### src/rtl/uart_pkg.sv
// Shared UART definitions: FSM state codes, frame constants and bit-timing helper.
// Used by uart_tx and the matching receiver.
package uart_pkg;

    localparam logic [2:0] ST_IDLE  = 3'd0;
    localparam logic [2:0] ST_START = 3'd1;
    localparam logic [2:0] ST_DATA  = 3'd2;
    localparam logic [2:0] ST_STOP  = 3'd3;
    localparam logic [2:0] ST_BREAK = 3'd4;

    localparam int DATA_BITS  = 8;
    localparam int STOP_BITS  = 1;
    localparam int BREAK_BITS = 11;

    // Integer division; any remainder is absorbed as a small bit-rate error.
    function automatic int cycles_per_bit(input int clk_hz, input int bit_rate);
        return clk_hz / bit_rate;
    endfunction

endpackage

### src/rtl/uart_bit_timer.sv
// Per-bit cycle counter: counts 0..CYCLES_PER_BIT-1 and wraps, with a synchronous
// clear and a single-cycle tick on the last count of each bit.
module uart_bit_timer #(
    parameter int CYCLES_PER_BIT = 10
) (
    input  logic clk,
    input  logic reset,
    input  logic clear_i,
    output logic bit_tick_o
);

    localparam logic [15:0] LAST_COUNT = 16'(CYCLES_PER_BIT - 1);

    logic [15:0] count_q, count_d;

    always_comb begin
        count_d = count_q + 16'd1;
        if (clear_i || (count_q == LAST_COUNT)) begin
            count_d = '0;
        end
    end

    always_ff @(posedge clk) begin
        if (reset) begin
            count_q <= '0;
        end else begin
            count_q <= count_d;
        end
    end

    assign bit_tick_o = (count_q == LAST_COUNT);

endmodule

### src/rtl/uart_tx.sv
// 8N1 UART transmitter, LSB first, registered idle-high line.
// Optional line-break generation is enabled with `define UART_TX_BREAK_EN.
//
// state    | meaning
// ---------+---------------------------------------------------------
// IDLE     | line high, waiting for send_en (or send_break)
// START    | start bit, line low
// DATA     | data bits 0..7 from shift register LSB
// STOP     | stop bit, line high
// BREAK    | 11 bit-times low followed by 1 bit-time high (mark)
module uart_tx
    import uart_pkg::*;
#(
    parameter int BIT_RATE = 9600,
    parameter int CLK_HZ   = 100000000
) (
    input  logic       clk,
    input  logic       reset,
    input  logic       send_en,
    input  logic [7:0] send_data,
`ifdef UART_TX_BREAK_EN
    input  logic       send_break,
`endif
    output logic       busy,
    output logic       uart_txd
);

    localparam int CYCLES_PER_BIT = cycles_per_bit(CLK_HZ, BIT_RATE);
    localparam logic [2:0] LAST_BIT = 3'(DATA_BITS - 1);

    generate
        if (CYCLES_PER_BIT < 2 || CYCLES_PER_BIT >= 65536) begin : g_bad_cpb
            $error("uart_tx: CLK_HZ/BIT_RATE must be in [2, 65535]");
        end
        if (STOP_BITS != 1 || BREAK_BITS + 1 > 16) begin : g_bad_frame
            $error("uart_tx: unsupported frame constants");
        end
    endgenerate

    logic [2:0] state_q, state_d;
    logic [2:0] bit_cnt_q, bit_cnt_d;
    logic [7:0] shift_q, shift_d;
    logic       txd_q, txd_d;
    logic       busy_q;
    logic       bit_tick;
`ifdef UART_TX_BREAK_EN
    logic [3:0] brk_cnt_q, brk_cnt_d;
`endif

    uart_bit_timer #(
        .CYCLES_PER_BIT(CYCLES_PER_BIT)
    ) u_bit_timer (
        .clk       (clk),
        .reset     (reset),
        .clear_i   (state_q == ST_IDLE),
        .bit_tick_o(bit_tick)
    );

    // txd_d is the line level for the next cycle, so the pin is a plain flop.
    always_comb begin
        state_d   = state_q;
        bit_cnt_d = bit_cnt_q;
        shift_d   = shift_q;
        txd_d     = txd_q;
`ifdef UART_TX_BREAK_EN
        brk_cnt_d = brk_cnt_q;
`endif
        case (state_q)
            ST_IDLE: begin
                txd_d = 1'b1;
`ifdef UART_TX_BREAK_EN
                if (send_break) begin
                    state_d   = ST_BREAK;
                    brk_cnt_d = '0;
                    txd_d     = 1'b0;
                end else
`endif
                if (send_en) begin
                    state_d = ST_START;
                    shift_d = send_data;
                    txd_d   = 1'b0;
                end
            end
            ST_START: begin
                if (bit_tick) begin
                    state_d   = ST_DATA;
                    bit_cnt_d = '0;
                    txd_d     = shift_q[0];
                end
            end
            ST_DATA: begin
                if (bit_tick) begin
                    shift_d = shift_q >> 1;
                    if (bit_cnt_q == LAST_BIT) begin
                        state_d = ST_STOP;
                        txd_d   = 1'b1;
                    end else begin
                        bit_cnt_d = bit_cnt_q + 3'd1;
                        txd_d     = shift_q[1];
                    end
                end
            end
            ST_STOP: begin
                if (bit_tick) begin
                    state_d = ST_IDLE;
                    txd_d   = 1'b1;
                end
            end
`ifdef UART_TX_BREAK_EN
            ST_BREAK: begin
                if (bit_tick) begin
                    if (brk_cnt_q == 4'(BREAK_BITS)) begin
                        state_d = ST_IDLE;
                        txd_d   = 1'b1;
                    end else begin
                        brk_cnt_d = brk_cnt_q + 4'd1;
                        if (brk_cnt_q == 4'(BREAK_BITS - 1)) begin
                            txd_d = 1'b1;
                        end
                    end
                end
            end
`endif
            default: begin
                state_d = ST_IDLE;
                txd_d   = 1'b1;
            end
        endcase
    end

    always_ff @(posedge clk) begin
        if (reset) begin
            state_q   <= ST_IDLE;
            bit_cnt_q <= '0;
            shift_q   <= '0;
            txd_q     <= 1'b1;
            busy_q    <= 1'b0;
`ifdef UART_TX_BREAK_EN
            brk_cnt_q <= '0;
`endif
        end else begin
            state_q   <= state_d;
            bit_cnt_q <= bit_cnt_d;
            shift_q   <= shift_d;
            txd_q     <= txd_d;
            busy_q    <= (state_d != ST_IDLE);
`ifdef UART_TX_BREAK_EN
            brk_cnt_q <= brk_cnt_d;
`endif
        end
    end

    assign uart_txd = txd_q;
    assign busy     = busy_q;

endmodule

### config.mk
export PLATFORM = sky130hd
export DESIGN_NAME = uart_tx
export DESIGN_NICKNAME = d
export VERILOG_FILES = /design/src/rtl/uart_pkg.sv /design/src/rtl/uart_bit_timer.sv /design/src/rtl/uart_tx.sv
export SDC_FILE = /design/constraint.sdc
export NUM_CORES = 1
export LEC_CHECK = 0
export CAP_MARGIN = 30
export CORE_ASPECT_RATIO = 1.1
export CORE_UTILIZATION = 51
export DETAILED_ROUTE_END_ITERATION = 10
export GPL_TIMING_DRIVEN = 0
export PLACE_DENSITY = 0.74
export SETUP_SLACK_MARGIN = 0.15
export SLEW_MARGIN = 25
export SYNTH_ARGS = -nofsm -noshare
export SYNTH_HDL_FRONTEND = slang
export SYNTH_SLANG_ARGS = --single-unit
### constraint.sdc
create_clock -name clk -period 1.45 [get_ports clk]
set_input_delay 0.145 -clock clk [delete_from_list [all_inputs] [get_ports clk]]
set_output_delay 0.145 -clock clk [all_outputs]
set_load 0.03 [all_outputs]
==> results of run 1 <==
==> area by class of cell <==
class | instances | area (sq um)
plain buffers | 9 | 72.6
inverters | 7 | 26.3
well taps | 33 | 41.3
clock buffers | 5 | 37.5
repair buffers | 23 | 201
fillers | 229 | 842
multi-input cells | 133 | 953
flip-flops and latches | 32 | 653
==> logic make-up (layout without fill, tap and decap cells) <==
logic type	Yosys count	count (layout)	synth area share (%)
DFF	32	32	41.6
and+or+nand+nor	84	84	29.2
xor gates and xnor gates	14	14	7.95
AOI/OAI and AO/OA	31	31	14.2
adders and majority gates	3	3	2.44
buffers and inverters	16	44	4.38
other	1	1	0.243
==> power groups by stage <==
stage	logic (uW)	clock network (uW)	registers (uW)
final	156	441	940
after global placement	142	0	961
after global routing	172	494	946
after detailed placement	148	0	962
after floorplan	87.4	0	961
after CTS	154	446	940
==> repair_timing <==
action | in CTS | in global routing
gates resized for setup | 23 | 10
pin swaps | 4 | 10
buffers inserted | 6 | 4
endpoints found under the setup margin | 32 | 30
cloned | 1 | 0
==> critical path: stages, from the launching register on <==
cell and delay (ns):
dfxtp_1 0.37, nor4b_2 0.33, nand4_1 0.24, buf_6 0.20
or3_4 0.33, a21oi_2 0.13
==> sequential cells by signal, summed over array words and instances (netlist names) <==
signal	flops
u_bit_timer.count_q	16
shift_q	8
bit_cnt_q	3
state_q	3
busy	1
uart_txd	1
==> metrics by stage <==
stage                     total power (uW)  cell area, sq um
after floorplan                       1050              1590
after global placement                1100              1750
after detailed placement              1110              1750
after CTS                             1540              1910
after global routing                  1610              1990
final                                 1540              1990
==> per-layer routing <==
metal	part of all wire, %	GRT usage (%)	vias to the layer above	routed length, um
met1	40	26.6	705	1460
met3	4.7	8.65	8	171
met4	1.8	11.7	0	66
met2	54	45.6	48	1960
met5	0	0	-	0
li1	-	-	708	-
==> cells in the final DEF (no fill, tap or decap), types with 2 or more instances in the layout <==
cell and n:
dfxtp_1 24, nor2_1 20, nand2_1 14, xnor2_1 12, nand3_1 11, buf_4 10, clkdlybuf4s50_1 10, inv_1 7
dfxtp_2 7, nand4_1 6, clkbuf_4 6, a22oi_1 6, o221ai_1 6, buf_6 5, nor3_1 4, nor2b_1 4
o21ai_2 3, o21ai_0 3, nor4b_2 2, nor3b_2 2, xor2_1 2, buf_2 2, or3_1 2, a21oi_1 2
o21ai_1 2, o31ai_1 2, a311o_1 2, nor4_4 2, dlygate4sd2_1 2
==> worst min-delay path by stage <==
stage                     cells after the start                                end                              start
after CTS                                     3            shift_q[7]$_SDFFE_PP0P_                       send_data[7]
final                                         3            shift_q[7]$_SDFFE_PP0P_                       send_data[7]
after detailed placement                      1  u_bit_timer.count_q[0]$_SDFF_PP0_  u_bit_timer.count_q[0]$_SDFF_PP0_
after global routing                          3            shift_q[7]$_SDFFE_PP0P_                       send_data[7]
after global placement                        1  u_bit_timer.count_q[0]$_SDFF_PP0_  u_bit_timer.count_q[0]$_SDFF_PP0_
after floorplan                               2            shift_q[7]$_SDFFE_PP0P_                       send_data[7]
==> out/results.txt, run 1 <==
final worst clock skew = 0.00735 ns
final worst-path setup slack = -0.211 ns
yosys synthesis warning count = 0
Syn Area/Cell = 8.52 sq um
Seq/Total Area, Yosys = 41.6%
Pre-antenna DRT Iters = 4
worst skew pair latency = 0.33 ns
Pwr Density = 774 nW/um^2
Final nets = 225
status = finished with violations
library cells used by synthesis = 39
min-delay worst type = input pin to register
Main synth FF type = dfxtp_1
via count = 1469
Max Cap Violations = 0
placed cells = 226
# rows = 20
Worst EP required = 1.71 ns
share of layout cells above drive strength 1 = 24.9%
crit path DAT = 1.92 ns
largest cells by area after synthesis = dfxtp_1 42%, xnor2_1 6.8%, nor2_1 4.9%
most common cell in the netlist = dfxtp_1
Iteration-0 DRC Markers = 56
switching share of power = 24.8%
# diodes = 0
Setup CP Type = register to register
vias in the first global route = 1419
initial antenna violation count = 0
RSZ-0062 raised after global routing = true
clk slew on worst S/H paths = 0.09 ns
Post-Route Utilization = 70.2%
DRT antenna net count = 0
grt total ovfl = 0
synth-to-layout area growth = 28.8%
Crit Reg-Reg Endpoint = state_q[1]$_SDFF_PP0_
Final Hold Fails = 0
I/O pin count = 13
Final min period = 1.66 ns
Total GRT Usage = 25.8%
DR WL/cell = 15.1 um
Clock power frac = 28.7%
Mapped Nets = 195
CTS tree = yes
largest area contributor in the netlist = dfxtp_1
most frequent cells after synthesis = 32 x dfxtp_1, 20 x nor2_1, 15 x nand2_1
Final period util = 115%
PortBufs = 12
worst setup path startpoint = u_bit_timer.count_q[4]$_SDFF_PP0_
Syn Inst Count = 181
synthesized flop and latch total = 32
die footprint = 3250 sq um
Non-Filler Instances = 242
Worst R2R Setup Slack = -0.21 ns
routed vias/inst = 6.07
f_max = 602 MHz
Post-synth ARST share = 0%
hold_ws = 0.411 ns
WL final = 3.66 mm
Yosys top cell area share = 41.6%
clock sink total = 32
critical path launch point type = register
P_sw = 382 uW
Leak = 0.000690 uW
Internal = 1160 uW
Peak VDD IR = 707 uV
Logic pwr share = 10.2%
largest net degree at the start of global routing = 11
critical path endpoint = state_q[1]$_SDFF_PP0_
DRC Markers = 0
final setup vio count = 28
clock buffer count from CTS = 5
gpl congestion = 0.766
Starting Density = 54.5%
Hold Buf Count CTS = 0
synthesized area = 1540 sq um
Die Wd = 54.4 um
Final Max Tran Viols = 0
Setup WS pre-CTS = -0.278 ns
Post-synth EDFFs = 0
H-tree levels = 2
core area = 2830 sq um
Seq pwr share = 61.1%
critical path fanouts, max = 5
clk buf depth = 2
Post-Route Setup TNS = -4.39 ns
Die H = 59.7 um
first-pass GRT wire length = 5.93 mm
failing checks = setup timing
crit end category = register
Post-DP HPWL = 2.31 mm
worst flop-to-flop path startpoint = u_bit_timer.count_q[4]$_SDFF_PP0_
worst reg-to-reg path cell count = 5
Clk Tree Root Cell = clkbuf_4
Power figures use the tool's default switching activity.
==> inputs of run 2 (changes only) <==
Settings changed: HOLD_SLACK_MARGIN set to 0.05.
==> results of run 2 <==
Final layout, timing and power as in run 1 (identical DEF).
